`config.mk`:
```
export PLATFORM = sky130hd
export DESIGN_NAME = command_issue_unit
export DESIGN_NICKNAME = d
export VERILOG_FILES = /design/src/rtl/command_issue_unit_pkg.sv /design/src/rtl/command_skid_buffer.sv /design/src/rtl/command_issue_unit.sv
export SDC_FILE = /design/constraint.sdc
export NUM_CORES = 1
export LEC_CHECK = 0
export BUFFER_PORTS_ARGS = -buffer_cell sky130_fd_sc_hd__buf_2
export CAP_MARGIN = 20
export CORE_UTILIZATION = 23
export CTS_BUF_LIST = sky130_fd_sc_hd__clkbuf_8
export DETAILED_ROUTE_END_ITERATION = 8
export PLACE_DENSITY = 0.47
export SYNTH_ARGS = -nofsm -noshare
export SYNTH_HDL_FRONTEND = slang
export SYNTH_SLANG_ARGS = --single-unit
```
`constraint.sdc`:
```
create_clock -name clock -period 5.6 [get_ports clock]
set_clock_uncertainty 0.05 [all_clocks]
set_input_delay 1.4 -clock clock [delete_from_list [all_inputs] [get_ports clock]]
set_output_delay 1.4 -clock clock [all_outputs]
set_load 0.05 [all_outputs]
```
`src/rtl/command_issue_unit_pkg.sv`:
```
// Shared types and encodings for the command issue unit: word type, FSM states,
// filler word and HLT field constants.
package command_issue_unit_pkg;

    typedef logic [15:0] word_t;

    typedef enum logic [1:0] {
        IDLE,
        FETCH,
        HALT
    } state_t;

    // Filler word: class 11, func 1110 -- writes nothing, matches nothing, loads no PC.
    localparam word_t      BUBBLE_WORD = 16'hC0E0;
    localparam logic [1:0] HLT_CLASS   = 2'b11;
    localparam logic [3:0] HLT_FUNC    = 4'b1111;

    function automatic logic is_hlt(input word_t w);
        return (w[15:14] == HLT_CLASS) && (w[7:4] == HLT_FUNC);
    endfunction

endpackage

```
`src/rtl/command_skid_buffer.sv`:
```
// One-entry holding slot for a fetched word (and its address) that arrives while
// the decode stage is stalled.
module command_skid_buffer
    import command_issue_unit_pkg::*;
(
    input  logic  clock,
    input  logic  reset,
    input  logic  clear,
    input  logic  load,
    input  logic  drain,
    input  word_t load_data,
    input  word_t load_pc,
    output logic  full,
    output word_t data,
    output word_t pc
);

    // Clear wins over load so a redirect always discards a stale capture.
    always_ff @(posedge clock or posedge reset) begin
        if (reset) begin
            full <= 1'b0;
            data <= '0;
            pc   <= '0;
        end else if (clear) begin
            full <= 1'b0;
        end else if (load) begin
            full <= 1'b1;
            data <= load_data;
            pc   <= load_pc;
        end else if (drain) begin
            full <= 1'b0;
        end
    end

endmodule

```
`src/rtl/command_issue_unit.sv`:
```
// Fetches instruction words, maintains the PC and presents the current command plus
// two slots of issue history to decode, handling stall, branch flush and halt.
module command_issue_unit
    import command_issue_unit_pkg::*;
#(
    parameter logic [15:0] RESET_PC = 16'h0000,
    parameter logic [15:0] BUBBLE   = BUBBLE_WORD
) (
    input  logic        clock,
    input  logic        reset,
    input  logic        start,
    output logic        imem_req,
    output logic [15:0] imem_addr,
    input  logic        imem_valid,
    input  logic [15:0] imem_data,
    input  logic        stall,
    input  logic        branch_taken,
    input  logic [15:0] branch_target,
    output logic [15:0] command,
    output logic [15:0] before_command,
    output logic [15:0] two_before_command,
    output logic        cmd_valid,
    output logic [15:0] cmd_pc,
    output logic        halted
);

    state_t state;
    word_t  pc;

    logic   skid_full;
    word_t  skid_data;
    word_t  skid_pc;

    logic   fetch_hit;
    logic   advance;
    logic   redirect;
    logic   skid_load;
    logic   skid_drain;
    word_t  next_word;
    word_t  next_pc;
    logic   next_valid;

    assign imem_req  = (state == FETCH) && !skid_full;
    assign imem_addr = pc;

    always_comb begin
        fetch_hit  = imem_req && imem_valid;
        // IDLE ignores stall; FETCH and HALT freeze history while stalled.
        advance    = (state == IDLE) || !stall;
        redirect   = (state == FETCH) && !stall && branch_taken;
        skid_load  = (state == FETCH) && stall && fetch_hit;
        skid_drain = (state == FETCH) && !stall && skid_full;

        next_word  = BUBBLE;
        next_pc    = cmd_pc;
        next_valid = 1'b0;
        if ((state == FETCH) && !redirect) begin
            if (skid_full) begin
                next_word  = skid_data;
                next_pc    = skid_pc;
                next_valid = 1'b1;
            end else if (fetch_hit) begin
                next_word  = imem_data;
                next_pc    = pc;
                next_valid = 1'b1;
            end
        end
    end

    command_skid_buffer u_skid (
        .clock     (clock),
        .reset     (reset),
        .clear     (redirect),
        .load      (skid_load),
        .drain     (skid_drain),
        .load_data (imem_data),
        .load_pc   (pc),
        .full      (skid_full),
        .data      (skid_data),
        .pc        (skid_pc)
    );

    always_ff @(posedge clock or posedge reset) begin
        if (reset) begin
            state              <= IDLE;
            pc                 <= RESET_PC;
            command            <= BUBBLE;
            before_command     <= BUBBLE;
            two_before_command <= BUBBLE;
            cmd_valid          <= 1'b0;
            cmd_pc             <= '0;
            halted             <= 1'b0;
        end else begin
            halted <= (state == HALT);

            case (state)
                IDLE:    if (start) state <= FETCH;
                FETCH:   if (advance && next_valid && is_hlt(next_word)) state <= HALT;
                HALT:    state <= HALT;
                default: state <= IDLE;
            endcase

            // A word fetched in the redirect cycle is dropped along with its PC step.
            if (redirect) begin
                pc <= branch_target;
            end else if (fetch_hit) begin
                pc <= pc + 16'd1;
            end

            if (advance) begin
                two_before_command <= before_command;
                before_command     <= command;
                command            <= next_word;
                cmd_valid          <= next_valid;
                cmd_pc             <= next_pc;
            end
        end
    end

endmodule

```
* After elaboration in Yosys (flattened, before gate mapping)
Cells that the tools add are included.
** Cells by class
- $add $sub $neg :: 1
- Reduce and logical (&&, ||, !) cells :: 22
- Bitwise logic cells :: 1
- Multiplexer cells :: 16
- Equality and inequality tests :: 6
** Operator list (count)
- two-way mux 16 bit :: 7
- adder 16 x 1 -> 16 bit (second input constant) :: 1
- logical AND 1 bit :: 11
- two-way mux 1 bit :: 6
- one-hot mux 2 bit (3 select lines) :: 1
- equality test 2 bit (second input constant) :: 2
- equality test 4 bit (second input constant) :: 1
- two-way mux 2 bit :: 2
- AND reduction 2 bit :: 2
- nonzero test 2 bit :: 2
- zero test 1 bit :: 3
- AND reduction 3 bit :: 1
- nonzero test 3 bit :: 1
- equality test 2 x 1 -> 1 bit (second input constant) :: 1
- zero test 2 bit :: 1
- inequality test 2 x 1 -> 1 bit (second input constant) :: 1
- inequality test 2 bit (second input constant) :: 1
- logical OR 1 bit :: 1
- NOT 1 bit :: 1
** Word-level totals
- Flip-flop bits (word level) :: 117
- Output and inout port bits :: 83
- Word-level logic and storage cells :: 57
- Input bits :: 38

* Longest topological paths before layout
Gate-level depths: netlist (run 1).
- Word-level depth :: 11
- Gate-level depth with buffers :: 9
- Mapped depth without buffers :: 7

* By module
Synthesis (run 1) repeated with hierarchy kept, for this count alone.
** Second synthesis, totals
- Cells, all modules :: 491
- Area, all modules :: 5250.0 µm²
** By module, submodules not included
- command_issue_unit :: instances 1, cells each 417, area each 3847.4 µm², seq. area each 2120.8 µm²
- command_skid_buffer :: instances 1, cells each 74, area each 1402.6 µm², seq. area each 825.8 µm²

* Least setup slack after synthesis (run 1)
No wires, ideal clock.
- Kind :: register to output
- Start point :: register u_skid.full
- End point :: output port imem_req
- Path slack :: 2559 ps
- Cell stages (with the launch flop) :: 5
- Buffers on the path :: 3
- Arrival time :: 1591 ps
- Path through :: dfrtp_1 buf_2 buf_2 clkbuf_1 nor2b_1
** Between the ends
- Longest elaborated chain between the ends :: 2
** Ends and longest elaborated chain
- from (decl) :: line command_skid_buffer.sv:13 : output logic full,
- from (signal assigned) :: line command_skid_buffer.sv:21 : full <= 1'b0;
- from (signal assigned) :: line command_skid_buffer.sv:25 : full <= 1'b0;
- from (signal assigned) :: line command_skid_buffer.sv:27 : full <= 1'b1;
- zero test 1 bit :: line command_issue_unit.sv:43 : assign imem_req = (state == FETCH) && !skid_full;
- logical AND 1 bit :: line command_issue_unit.sv:43
- to (decl) :: line command_issue_unit.sv:12 : output logic imem_req,
Every way passes these cells.

* Worst setup path in the final report (run 1)
- Start point :: input port imem_valid
- End point :: register u_skid.data[9]
** Between the ends
- Longest elaborated chain between the ends :: 3
** Ends and longest elaborated chain
- from (decl) :: line command_issue_unit.sv:14 : input logic imem_valid,
- logical AND 1 bit :: line command_issue_unit.sv:47 : fetch_hit = imem_req && imem_valid;
- logical AND 1 bit :: line command_issue_unit.sv:51 : skid_load = (state == FETCH) && stall && fetch_hit;
- AND reduction 2 bit (no source line)
- to (signal assigned) :: line command_skid_buffer.sv:28 : data <= load_data;
- to (decl) :: line command_skid_buffer.sv:14 : output word_t data,
Every way passes these cells.
A chain may end at the register's enable or synchronous reset.

==> results, run 1 <==
- The run finished with clean final reports.
- Setup violations remaining at the end of the flow were counted as 0.
- The completed layout was analyzed and its total power is 3880 uW.
- The buffers inserted during post-CTS setup optimization is 0.
- The ratio of final minimum period to clock period is 58.8%.
- The routed wirelength normalized by instance count is 14.5 um.
- The floorplan step set the die width to 149 um.
- The number of global-route vias before repair came to 3749.
- For this configuration, the core starts out at a cell density of 23.5%.
- The most frequent standard cell in the layout excluding fill and tap cells is sky130_fd_sc_hd__buf_2.
- Dividing the detail-routed via count by the number of cells gives 4.24.
- The hold path depth is 2.
- Counting along the longest clock path gives a buffer depth of 2.
- Clock-pin slew was measured on the worst setup and hold paths at 0.07 ns.
- The highest-delay cell along the critical path is sky130_fd_sc_hd__and3b_1.
- The CTS tree is yes.
- After synthesis, the largest area contributor takes up 51.3% of total cell area.
- The total track usage is 12.2%.
- The leakage power summed over all cells is 0.00306 uW.
- sky130_fd_sc_hd__dfrtp_1 takes more of the synthesized area than any other cell.
- Headroom to the max-slew limit came out at 33.3%.
- The clock root buffer master is sky130_fd_sc_hd__clkbuf_8.
- The layout has 2221 filler cells.
- The number of DRC markers after the initial detailed-route iteration is 124.
- The top cell types in the final layout, fill and taps aside, are 120 x sky130_fd_sc_hd__buf_2, 119 x sky130_fd_sc_hd__nand2_1, 101 x sky130_fd_sc_hd__dfrtp_1.
- STA classifies the critical path startpoint as an input port.
- The number of antenna violations at the first check in global routing is 1.
- The final wirelength is 12900 um.
- During I/O placement, the number of pins put on the boundary was 121.
- Yosys attributes the largest share of cell area to sky130_fd_sc_hd__dfrtp_1 51%, sky130_fd_sc_hd__nand2_1 9.0%, sky130_fd_sc_hd__dfstp_2 7.9%, sky130_fd_sc_hd__mux2_2 6.8%, sky130_fd_sc_hd__a21oi_1 3.7%.
- Entering global routing, the biggest net connects 77 pins.
- The number of H-tree branching levels is 4.
- The worst hold path belongs to the class reg2reg.
- The minimum period implied by the final worst setup slack is 3.29 ns.
- The total count of max-transition violations in the final report came to 0.
- The number of hold buffers added after CTS was 0.
- In the synthesized netlist, the number of instances is 480.
- The die area is 0.0222 mm^2.
- The count of TritonRoute iterations in the first routing pass is 4.
- Clock tree synthesis inserted a total of 17 buffers.
- The cell depth of the worst flop-to-flop path is 3.
- The post-detailed-route DRC marker count is 0.
- In this design, the stage delay of the slowest critical-path cell is 0.79 ns.
- For flop-to-flop paths, the worst setup slack is 2.51 ns.
- The worst setup path is of the in2reg kind.
- Data on the critical path is required at its endpoint by 5.86 ns.
- At the pin with the least slew margin, the transition time is 0.998 ns.
- The floorplan has 53 rows.
- Measured on the finished design, the core utilization comes to 29.6%.
- Across all layers, the routed design uses 3754 vias.
- The average size of a mapped cell is 10.4 um^2.
- The die height is 149 um.
- At the end of routability-driven placement, the weighted congestion stood at 0.787.
- The final worst hold slack is 0.400 ns.
- After synthesis the cells add up to 0.00498 mm^2.
- Of the cells placed in the final design, the portion with a size suffix greater than 1 is 34.1%.
- From synthesis to final layout, the design area changed by 25.6%.
- The total area inside the core boundary comes to 0.0212 mm^2.
- The flop and latch count out of synthesis is 117.
- The final hold violation count is 0.
- The count of buffers added on input and output ports is 120.
- The detailed-placement wirelength estimate is 8820 um.
- At the end of the flow, the number of nets in the layout was 639.
- Based on the critical path, the design can be clocked at up to 304 MHz.
- The clock latency at the later pin of the worst-skew pair is 0.43 ns.
- The setup slack at placement is 1.86 ns.
- The first global-routing pass estimated 20600 um of wire.
- The sequential area share after synthesis is 59.2%.
- Of all nets on the critical path, the largest fanout is 34.
- The net count of the mapped netlist is 522.
- The post-detailed-route count of antenna-violating nets is 0.
- Setup repair after global routing left no endpoint under its margin.
- In this run, post-CTS repair resized a total of 0 instances.
- Global routing finished with a remaining overflow of 0.
- The highest ir drop seen on vdd is 363 uV.
- For the final routed database, the setup TNS stands at 0 ns.
- Yosys mapped the design onto 34 distinct sky130hd cell types.
- The clock drives 117 sinks.
- During synthesis, Yosys emitted a total of 0 warnings.
- Data on the critical path arrives at its endpoint at 3.55 ns.
- The tool flagged a number of max-cap violations equal to 0.
- Power spread over the standard cell area amounts to 620 mW/mm^2.
- The worst setup path is captured at a flip-flop.
- The critical path goes through buf_2 -> and3b_1 -> nand2_2 -> mux2_2.
- The worst path meets setup with 2.31 ns of slack.
==> power breakdown <==
part,total (uW),switching [uW],internal (uW)
Sequential,1500,305,1190
Clock,725,373,352
Combinational,1650,1160,490
==> state kept, by name, indices dropped and copies added, names as in the netlist <==
register / cells
cmd_pc: 16
state: 2
u_skid.pc: 16
before_command: 16
two_before_command: 16
imem_addr: 16
halted: 1
u_skid.full: 1
command: 16
u_skid.data: 16
cmd_valid: 1
==> logic make-up (layout without fill, tap and decap cells) <==
family	after synthesis	after routing	synth area share, %
compound gates	73	73	8.47
xor+xnor	15	15	2.64
fa+ha+maj	4	4	1.01
mux	47	47	10.2
flops	117	117	59.2
other cells	0	1	0
buf+inv	33	163	2.66
simple gates	191	191	15.8
==> worst max-delay path: cells and delay by family <==
family	cells	cell delay (ns)
multiplexers	1	0.49
AND/OR/NAND/NOR	2	1.52
buffers and inverters	1	0.13
==> Yosys cell counts <==
cell	number
sky130_fd_sc_hd__a21oi_1	37
sky130_fd_sc_hd__a21oi_2	1
sky130_fd_sc_hd__a221o_1	1
sky130_fd_sc_hd__a22oi_1	11
sky130_fd_sc_hd__a31oi_1	1
sky130_fd_sc_hd__and3_1	3
sky130_fd_sc_hd__and3b_1	1
sky130_fd_sc_hd__and4_1	2
sky130_fd_sc_hd__buf_1	2
sky130_fd_sc_hd__buf_2	7
sky130_fd_sc_hd__clkbuf_1	17
sky130_fd_sc_hd__dfrtp_1	102
sky130_fd_sc_hd__dfstp_2	15
sky130_fd_sc_hd__ha_1	4
sky130_fd_sc_hd__inv_1	7
sky130_fd_sc_hd__mux2_1	1
sky130_fd_sc_hd__mux2_2	30
sky130_fd_sc_hd__mux2i_1	16
sky130_fd_sc_hd__nand2_1	120
sky130_fd_sc_hd__nand2b_1	2
sky130_fd_sc_hd__nand3_1	5
sky130_fd_sc_hd__nand4_1	7
sky130_fd_sc_hd__nor2_1	42
sky130_fd_sc_hd__nor2b_1	5
sky130_fd_sc_hd__nor3_1	2
sky130_fd_sc_hd__nor4_1	1
sky130_fd_sc_hd__o2111ai_1	1
sky130_fd_sc_hd__o21a_1	1
sky130_fd_sc_hd__o21ai_0	14
sky130_fd_sc_hd__o22ai_1	5
sky130_fd_sc_hd__o41a_1	1
sky130_fd_sc_hd__or2_2	1
sky130_fd_sc_hd__xnor2_1	9
sky130_fd_sc_hd__xor2_1	6
==> area by class of cell <==
type / count / area (um^2) / share of cell area [%]
Antenna cell: 1 / 2.50 / 0.0400
Clock buffer: 17 / 234 / 3.74
Multi-Input combinational cell: 330 / 1910 / 30.6
Clock inverter: 15 / 133 / 2.12
Tap cell: 275 / 344 / 5.50
Inverter: 7 / 28.8 / 0.460
Timing Repair Buffer: 124 / 651 / 10.4
Sequential cell: 117 / 2950 / 47.1
==> path summary, 6_finish.rpt <==
path / start / endpoint
worst max-delay path: imem_valid / u_skid.data[9]$_DFFE_PP0P_
worst min-delay path: two_before_command[6]$_DFFE_PP1P_ / two_before_command[6]$_DFFE_PP1P_
worst max register to register: u_skid.full$_DFFE_PP0P_ / u_skid.data[9]$_DFFE_PP0P_
worst min register to register: two_before_command[6]$_DFFE_PP1P_ / two_before_command[6]$_DFFE_PP1P_
max in group asynchronous: reset / u_skid.data[8]$_DFFE_PP0P_
min in group asynchronous: reset / two_before_command[12]$_DFFE_PP0P_
==> through the flow <==
stage,std cells,area (um^2)
final,886,6250
after detailed placement,852,5860
after CTS,884,6220
after global placement,852,5860
after floorplan,480,4980
after global routing,885,6250
==> metal layers <==
metal,vias to the layer above,part of all wire [%],GRT usage (%)
met4,0,1.6,4.39
li1,1854,-,-
met5,-,0,0
met2,116,44,18.1
met3,19,6.2,3.94
met1,1765,48,16.5
Note: power is estimated with default switching activity, not from simulation.
==> run 2: changes to the inputs <==
--- a/config.mk
+++ b/config.mk
@@ -10,7 +10,7 @@
 export CORE_UTILIZATION = 23
 export CTS_BUF_LIST = sky130_fd_sc_hd__clkbuf_8
 export DETAILED_ROUTE_END_ITERATION = 8
-export PLACE_DENSITY = 0.47
+export PLACE_DENSITY = 0.48
 export SYNTH_ARGS = -nofsm -noshare
 export SYNTH_HDL_FRONTEND = slang
 export SYNTH_SLANG_ARGS = --single-unit
==> constraint.sdc (replaced) <==
create_clock -name clock -period 2.8 [get_ports clock]
set_clock_uncertainty 0.05 [all_clocks]
set_input_delay 0.7 -clock clock [delete_from_list [all_inputs] [get_ports clock]]
set_output_delay 0.7 -clock clock [all_outputs]
set_load 0.05 [all_outputs]
==> run 2 against run 1 <==
  * Via count is 3.4% higher
  * Final cell count up 0.90%
  * Die area unchanged
  * Wire length is 1.4% higher
  * Design area rose by 1.0%
  * Combinational power increased by 110%
  * Worst setup slack got worse by 2.0 ns
  * Register-to-register slack got worse by 2.1 ns
  * Hold slack lost 0.039 ns
  * Sequential power is 94% higher
  * Non-clock buffer count grew 8
  * Clock power is 110% higher
  * Critical path type is now reg2out
  * Highest routed layer unchanged
==> results, run 2 (same netlist as run 1, synthesis figures left out) <==
- The number of H-tree branching levels is 4.
- At the end of the flow, the number of nets in the layout was 647.
- Clock tree synthesis inserted a total of 17 buffers.
- The number of buffers on the longest clock path is 2.
- The minimum period implied by the final worst setup slack is 2.54 ns.
- For this run the aggregate overflow at the end of global routing stands at 0.
- The total track usage is 12.5%.
- Routability-driven placement finished with a final weighted congestion of 0.797.
- TritonCTS built the clock tree.
- At the pin with the least slew margin, the transition time is 0.690 ns.
- The first global-routing pass estimated 21200 um of wire.
- Once the clock tree was built, the setup fixing pass inserted 0 buffers.
- In the layout the commonest cells are 120 x sky130_fd_sc_hd__nand2_1, 120 x sky130_fd_sc_hd__buf_2, 101 x sky130_fd_sc_hd__dfrtp_1.
- The count of cells in the finished layout, fillers not included, comes to 894.
- The pin count of the biggest net entering global routing is 118.
- The clock root buffer master is sky130_fd_sc_hd__clkbuf_8.
- The total number of vias is 3881.
- The flow ran to the end, and the final reports show no timing, DRC or antenna violations.
- After clock tree synthesis, the clock-pin slew on the worst setup and hold paths is 0.08 ns.
- Setup repair after global routing left no endpoint under its margin.
- The tool flagged a number of max-cap violations equal to 0.
- The total negative slack is 0 ns.
- For this design the top-level I/O count stands at 121.
- The worst pin sits at a relative slew slack of 54.0%.
- In this run the register-to-register setup slack is 0.38 ns.
- The worst setup path is of the reg2out kind.
- Using the TritonRoute via totals, the vias-per-cell ratio works out to 4.34.
- Port buffering added 120 buffers.
- The worst register-to-register path begins at state[1]$_DFFE_PP0P_.
- The type of element capturing the critical path is an output port.
- Along the worst path, the maximum fanout reaches 10.
- The number of global-route vias before repair is 4009.
- The effective utilization at floorplan is 23.5%.
- Post-CTS repair changed the size of 0 cells.
- Timing would allow up to 394 MHz.
- The ratio of final minimum period to clock period is 90.6%.
- The final hold violation count was 0.
- The die covers 0.0222 mm^2.
- The floorplan has 53 rows.
- The count of nets left with antenna violations once routing finished came out at 0.
- STA classifies the critical path startpoint as a flip-flop.
- After floorplanning, the core was sized to cover 0.0212 mm^2.
- The layout filler cell count is 2226.
- The number of placed instances, taps included, is 861.
- The die height is 149 um.
- The signed area change from the synthesized netlist to the final layout is 26.9%.
- The number of antenna violations at the first check in global routing is 1.
- After detailed routing, the number of remaining DRC violations is 0.
- The worst hold-check path type is in2async.
- Clock latency on the worst-skew pair, taken at its later pin, is 0.45 ns.
- The leakage power summed over all cells is 0.00310 uW.
- The routed wirelength normalized by instance count is 14.6 um.
- The worst endpoint data arrival time is 1.79 ns.
- The number of DRC markers after the initial detailed-route iteration is 147.
- The worst-case IR drop observed on VDD is 737 uV.
- The die extent in x is 149 um.
- For this design, the sink count on the clock tree is 117.
- Summed over all layers, the routed wires come to 13000 um.
- The count of TritonRoute iterations in the first routing pass is 4.
- The post-route netlist has 34.8% of its cells at a drive strength greater than 1.
- The count of hold-fix buffers inserted at cts is 0.
- The power density over cell area is 1240 mW/mm^2.
- After legalization and detailed placement, the total HPWL measured 9230 um.
- The total count of max-transition violations in the final report is 0.
- STA puts the critical path data required time at 2.05 ns.
- The critical path starts at state[1]$_DFFE_PP0P_.
- The total of endpoints with negative setup slack in the final report is 0.
## run 2: changes by cell type in the layout (fill, tap and decap cells not counted)
cell / previous run / this run
sky130_fd_sc_hd__clkinvlp_4: 4 / 3
sky130_fd_sc_hd__clkinv_2: 4 / 2
sky130_fd_sc_hd__inv_6: 3 / 6
sky130_fd_sc_hd__nand2_2: 1 / 0
sky130_fd_sc_hd__inv_8: 0 / 1
sky130_fd_sc_hd__nand2_1: 119 / 120
sky130_fd_sc_hd__buf_16: 1 / 0
sky130_fd_sc_hd__buf_4: 3 / 11
sky130_fd_sc_hd__inv_4: 1 / 0
sky130_fd_sc_hd__buf_12: 0 / 1
## run 2: cell type report
| class | instances | area, um^2 | share of cell area (%) |
|---|---|---|---|
| flip-flops and latches | 117 | 2950 | 46.7 |
| multi-input cells | 330 | 1910 | 30.2 |
| repair buffers | 132 | 703 | 11.1 |
| well taps | 275 | 344 | 5.45 |
| clock buffers | 17 | 234 | 3.70 |
| clock inverters | 15 | 145 | 2.30 |
| inverters | 7 | 30.0 | 0.475 |
| diodes | 1 | 2.50 | 0.0396 |
## run 2: path summary, 6_finish.rpt
| kind | end | cells past startpoint |
|---|---|---|
| min | u_skid.data[5]$_DFFE_PP0P_ | 3 |
| min reg2reg | two_before_command[5]$_DFFE_PP1P_ | 2 |
| max in group asynchronous | u_skid.pc[9]$_DFFE_PP0P_ | 3 |
| max | imem_req | 4 |
| min in group clock | two_before_command[5]$_DFFE_PP1P_ | 2 |
| max reg2reg | state[1]$_DFFE_PP0P_ | 7 |
## run 2: stage by stage
step | setup WS, ns | util [%] | hold WS, ns | cell area [um^2] | total power (uW)
final | 0.263 | 29.9 | 0.362 | 6320 | 7830
after global routing | 0.122 | 29.9 | 0.424 | 6310 | 8350
after CTS | 0.194 | 29.9 | 0.396 | 6310 | 7950
after detailed placement | 0.290 | 28.1 | 0.401 | 5940 | 6410
after global placement | 0.305 | 28.1 | 0.391 | 5940 | 6320
after floorplan | 0.459 | - | 0.400 | 4980 | 5480
## run 2: report_power, final
part	switching (uW)	internal, uW
Sequential	520	2390
Combinational	2420	1010
Clock	780	722
Total	3720	4110
## run 2: critical path, stage by stage, from the launching register on
cell,delay [ns]
sky130_fd_sc_hd__dfrtp_1,0.40
sky130_fd_sc_hd__inv_1,0.08
sky130_fd_sc_hd__ha_1,0.32
sky130_fd_sc_hd__nor2b_1,0.21
sky130_fd_sc_hd__buf_2,0.32
## run 2: layer usage
metal / vias to the layer above / routed length (um) / global-route usage, %
met5: - / 0 / 0
met4: 0 / 171 / 4.90
met3: 16 / 733 / 3.94
met2: 109 / 6010 / 19.4
met1: 1880 / 6130 / 16.1
li1: 1876 / - / -
